===== src/rtl/fetch_ctrl.sv =====
// fetch_ctrl: instruction-fetch controller.
//   Owns the program counter. It presents pc to the instruction memory and
//   captures each returned word, together with its pc, into a small prefetch
//   buffer. Decode drains that buffer over a valid/ready handshake.
// Ports:
//   clk, rst_n             clock and asynchronous active-low reset
//   start, halt            run control (levels); halt has priority over start
//   redirect_valid/_pc     branch redirect: load pc and flush the buffer
//   imem_addr/imem_instr   memory address (equal to pc) and combinational read data
//   out_valid/ready/instr/pc  buffer head toward decode
//   running                high while in RUN
//   fetch_count            number of words pushed, wraps at 2^16
module fetch_ctrl #(
  parameter logic [31:0] RESET_PC = 32'h0000_0000,
  parameter int          DEPTH    = 2
) (
  input  logic        clk,
  input  logic        rst_n,
  input  logic        start,
  input  logic        halt,
  input  logic        redirect_valid,
  input  logic [31:0] redirect_pc,
  output logic [31:0] imem_addr,
  input  logic [31:0] imem_instr,
  output logic        out_valid,
  input  logic        out_ready,
  output logic [31:0] out_instr,
  output logic [31:0] out_pc,
  output logic        running,
  output logic [15:0] fetch_count
);

  localparam int PW = $clog2(DEPTH);
  localparam int CW = $clog2(DEPTH) + 1;

  typedef enum logic [1:0] {
    IDLE   = 2'd0,
    RUN    = 2'd1,
    HALTED = 2'd2
  } state_t;

  state_t         state_q, state_d;
  logic [31:0]    pc_q, pc_d;
  logic [CW-1:0]  count_q, count_d;
  logic [PW-1:0]  head_q, head_d;
  logic [PW-1:0]  tail_q, tail_d;
  logic [15:0]    fetch_count_q, fetch_count_d;

  logic           push;
  logic           pop;

  logic [31:0]    ent_instr [DEPTH];
  logic [31:0]    ent_pc    [DEPTH];

  // out_valid comes only from the registered count, so out_ready never
  // reaches it combinationally.
  assign out_valid   = (count_q != '0);
  assign pop         = out_valid & out_ready;
  assign imem_addr   = pc_q;
  assign running     = (state_q == RUN);
  assign fetch_count = fetch_count_q;
  assign out_instr   = ent_instr[head_q];
  assign out_pc      = ent_pc[head_q];

  // No fetch in the cycle halt is sampled, so the last push lands one edge
  // before the state leaves RUN. A full buffer may still push when the head
  // is popped in the same cycle, which keeps a steady one word per cycle.
  assign push = (state_q == RUN) && !halt && !redirect_valid &&
                ((count_q < CW'(DEPTH)) || pop);

  // Run-control state machine; redirect never affects it.
  always_comb begin
    state_d = state_q;
    unique case (state_q)
      IDLE:    if (start && !halt) state_d = RUN;
      RUN:     if (halt)           state_d = HALTED;
      HALTED:  if (start && !halt) state_d = RUN;
      default: state_d = IDLE;
    endcase
  end

  // Pointer, count and pc update. A pop in a redirect cycle is already
  // consumed by decode; the flush simply empties whatever remains.
  always_comb begin
    pc_d          = pc_q;
    count_d       = count_q;
    head_d        = head_q;
    tail_d        = tail_q;
    fetch_count_d = fetch_count_q;

    if (redirect_valid) begin
      pc_d    = redirect_pc & 32'hFFFF_FFFC;
      count_d = '0;
      head_d  = '0;
      tail_d  = '0;
    end else begin
      if (push) begin
        pc_d          = pc_q + 32'd4;
        tail_d        = tail_q + PW'(1);
        fetch_count_d = fetch_count_q + 16'd1;
      end
      if (pop) begin
        head_d = head_q + PW'(1);
      end
      if (push && !pop) begin
        count_d = count_q + CW'(1);
      end else if (pop && !push) begin
        count_d = count_q - CW'(1);
      end
    end
  end

  always_ff @(posedge clk or negedge rst_n) begin
    if (!rst_n) begin
      state_q       <= IDLE;
      pc_q          <= RESET_PC;
      count_q       <= '0;
      head_q        <= '0;
      tail_q        <= '0;
      fetch_count_q <= '0;
    end else begin
      state_q       <= state_d;
      pc_q          <= pc_d;
      count_q       <= count_d;
      head_q        <= head_d;
      tail_q        <= tail_d;
      fetch_count_q <= fetch_count_d;
    end
  end

  // Buffer storage: one register pair per entry, cleared on reset so the
  // head outputs read zero until the first push.
  for (genvar gi = 0; gi < DEPTH; gi++) begin : g_entry
    logic [31:0] instr_q;
    logic [31:0] pc_q_e;

    always_ff @(posedge clk or negedge rst_n) begin
      if (!rst_n) begin
        instr_q <= '0;
        pc_q_e  <= '0;
      end else if (push && (tail_q == PW'(gi))) begin
        instr_q <= imem_instr;
        pc_q_e  <= pc_q;
      end
    end

    assign ent_instr[gi] = instr_q;
    assign ent_pc[gi]    = pc_q_e;
  end

endmodule


===== config.mk =====
export PLATFORM = sky130hd
export DESIGN_NAME = fetch_ctrl
export DESIGN_NICKNAME = d
export VERILOG_FILES = /design/src/rtl/fetch_ctrl.sv
export SDC_FILE = /design/constraint.sdc
export NUM_CORES = 1
export LEC_CHECK = 0
export CORE_ASPECT_RATIO = 1.2
export CORE_MARGIN = 2
export CORE_UTILIZATION = 44
export CTS_CLUSTER_DIAMETER = 120
export CTS_CLUSTER_SIZE = 8
export DETAILED_ROUTE_END_ITERATION = 7
export PLACE_DENSITY_LB_ADDON = 0.15
export SYNTH_ARGS = -nofsm -noshare
export SYNTH_HDL_FRONTEND = slang
export SYNTH_SLANG_ARGS = --single-unit

===== constraint.sdc =====
create_clock -name clk -period 3.8 [get_ports clk]
set_input_delay 0.76 -clock clk [delete_from_list [all_inputs] [get_ports clk]]
set_output_delay 0.76 -clock clk [all_outputs]
set_load 0.02 [all_outputs]

==> results.sh <==
export IMPL_outcome="finished, final reports clean"
export IMPL_clk_root_buffer_cell="clkbuf_16"
export IMPL_postCtsSetupRepairBufs=0
export IMPL_cts_buffers=17
export IMPL_placedCellCount=1065
export IMPL_grt_overflow=0
export IMPL_worst_setup_path_end_kind="output pin"
export IMPL_worstSkewPairLatency_ns=0.42
export IMPL_dp_hpwl_mm=13.8
export IMPL_antenna_left=0
export IMPL_n_antenna_cell=0
export IMPL_fp_coreArea_mm2=0.0187
export IMPL_grt_pass1_wl_mm=32.5
export IMPL_antenna_found_initial=1
export IMPL_die_y_um=155
export IMPL_final_max_slew_viol_count=0
export IMPL_ys_types=59
export IMPL_post_route_util_pct=58.6
export IMPL_io_pin_count=184
export IMPL_p_per_area_mw_per_mm2=574
export IMPL_stdcell_count=1097
export IMPL_ys_seq_elements=176
export IMPL_holdWs_ns=0.396
export IMPL_clk_pin_slew_ns=0.07
export IMPL_setup_ws_ns=0.586
export IMPL_ys_flop_type="dfrtp_1"
export IMPL_path_class="reg -> out"
export IMPL_synth_edf_count=0
export IMPL_p_leak_nw=4.66
export IMPL_yosysSeqAreaShare_pct=52.8
export IMPL_finalPower_mw=6.30
export IMPL_design_area_mm2=0.0110
export IMPL_initial_utilization_pct=44.6
export IMPL_dp_slack_ns=0.444
export IMPL_drt_iter0_markers=336
export IMPL_cts_tree="built"
export IMPL_fin_setup_tns_ns=0
export IMPL_drc=0
export IMPL_rows=55
export IMPL_grt_setup_unrepaired="no"
export IMPL_drv_cap=0
export IMPL_critPathRequiredTime_ns=3.04
export IMPL_syn_area_per_cell_um2=12.7
export IMPL_grt_usage_pct=20.5
export IMPL_dr_total_vias=5985
export IMPL_clock_skew_ns=0.0116
export IMPL_nets=900
export IMPL_hold_buffers=0
export IMPL_finalSetupViolations=0
export IMPL_finalCritPeriodShare_pct=84.6
export IMPL_yosys_warnings=0
export IMPL_max_clock_freq_ghz=0.311
export IMPL_period_minus_slack_ns=3.21
export IMPL_hold_viol=0
export IMPL_synthCells=659
export IMPL_fill_cells=1572
export IMPL_slew_headroom_pct=47.8
export IMPL_cts_path_max_buffers=2
export IMPL_holdCritPathClass="in -> async"
export IMPL_startpoint_type="flop"
export IMPL_area_growth_pct=31.5
export IMPL_clock_sinks=176
export IMPL_routed_via_density=5.46
export IMPL_path_max_fanout=40
export IMPL_design_die_area_mm2=0.0201
export IMPL_routed_wl_mm=20.1
export IMPL_cts_resized=0
export IMPL_netlist_area_mm2=0.00834
export IMPL_grt_pass1_vias=6326
export IMPL_die_x_um=130
export IMPL_grt_max_degree=85
export IMPL_gp_congestion=0.773
export IMPL_arrival_ns=2.45
export IMPL_cts_max_level=4
export IMPL_vdd_drop_max_mv=0.283
export IMPL_drive_gt1_share_pct=27.1
export IMPL_routedWlPerCell_um=18.3
export IMPL_first_pass_iters=5
export IMPL_place_port_buffers=177
export IMPL_worst_pin_slew_ns=0.783
export IMPL_async_reset_ff_share_pct=100
export IMPL_dpl_cell_area_mm2=0.0104
[flip-flops by register name, summed over array words and instances (netlist names)]
name,count
fetch_count,16
g_entry.pc_q_e,60
imem_addr,30
state_q,2
count_q,2
head_q,1
tail_q,1
g_entry.instr_q,64
[placed cells by master (no fill, tap or decap), types with 3 or more instances in the layout]
cell type / count
clkdlybuf4s50_1: 176
dfrtp_1: 175
mux2_2: 172
nand2_1: 30
nand3_1: 22
clkbuf_16: 17
mux2_1: 16
nor3_1: 15
nor2_1: 14
nand4_1: 14
xnor2_1: 12
o21ai_0: 12
inv_1: 10
or4_1: 10
a221o_1: 10
o211ai_1: 9
buf_4: 9
or3_1: 8
and2_1: 8
a31oi_1: 8
a21oi_1: 5
a22oi_1: 5
xor2_1: 4
o311ai_0: 4
conb_1: 4
buf_12: 4
nor2b_1: 3
and3_1: 3
and4_1: 3
nor4_1: 3
nand3b_1: 3
clkbuf_1: 3
clkinvlp_4: 3
[synth_stat cells (all sizes together), types with 4 or more instances]
cell    count  area share (%)
a22oi       5            0.45
a31oi       8            0.60
buf        23             1.7
o311ai      4            0.42
nor2       16            0.84
inv        10            0.45
or3         8            0.60
a21oi       5            0.30
or4        10            0.90
nand2      31             1.4
xor2        4            0.42
nor3       16             1.0
nor4        5            0.63
dfrtp     176              53
xnor2      12             1.3
mux2      188              25
nand4      14             1.0
nand3      23             1.4
a221o      10             1.2
clkbuf     20            0.90
and2        8            0.60
o21ai      14            0.88
o211ai      9            0.81
[layer usage]
metal	global-route usage [%]	share of wire, %
met4	7.01	2.6
met1	25.7	42
met2	34.3	50
met5	0	0
met3	5.23	5.7
[area by class of cell]
| type | count | area (um2) | share of cell area, % |
|---|---|---|---|
| Clock buffer | 21 | 450 | 4.10 |
| Clock inverter | 11 | 130 | 1.19 |
| Inverter | 10 | 37.5 | 0.342 |
| Multi-Input combinational cell | 433 | 3710 | 33.8 |
| Sequential cell | 176 | 4410 | 40.1 |
| Tap cell | 256 | 320 | 2.92 |
| Timing Repair Buffer | 190 | 1920 | 17.5 |
[power breakdown]
| group | switching, mW | internal [mW] | leakage (nW) | total [mW] |
|---|---|---|---|---|
| registers | 0.270 | 2.30 | 2.26 | 2.57 |
| logic | 0.882 | 1.13 | 2.13 | 2.01 |
| clock network | 0.729 | 0.994 | 0.276 | 1.72 |
[critical path: stages, from the launching register on]
cell and delay [ns]:
dfrtp_2 0.76, buf_12 0.32, mux2_2 0.37, clkdlybuf4s50_1 0.55
[cells by family (layout without fill, tap and decap cells)]
family,after synthesis,in the layout,share of synthesized area (%)
other,1,4,0.0449
buffers and inverters,53,232,3.01
AOI/OAI and AO/OA,70,70,6.10
muxes,190,190,25.6
adders and majority gates,2,2,0.300
and+or+nand+nor,151,151,10.5
xor gates and xnor gates,16,16,1.68
DFF,176,176,52.8
[final timing paths]
kind	to	startpoint	cells past startpoint	slack, ns
worst min register to register	g_entry[0].instr_q[26]	g_entry[0].instr_q[26]	1	0.49
min in group clk	g_entry[0].instr_q[26]	g_entry[0].instr_q[26]	1	0.49
worst max register to register	imem_addr[16]	imem_addr[2]	5	1.29
worst min-delay path	g_entry[0].instr_q[1]	rst_n	1	0.40
worst max-delay path	out_instr[18]	head_q	3	0.59
max in group asynchronous	g_entry[1].instr_q[17]	rst_n	2	2.59
Power figures use the tool's default switching activity.
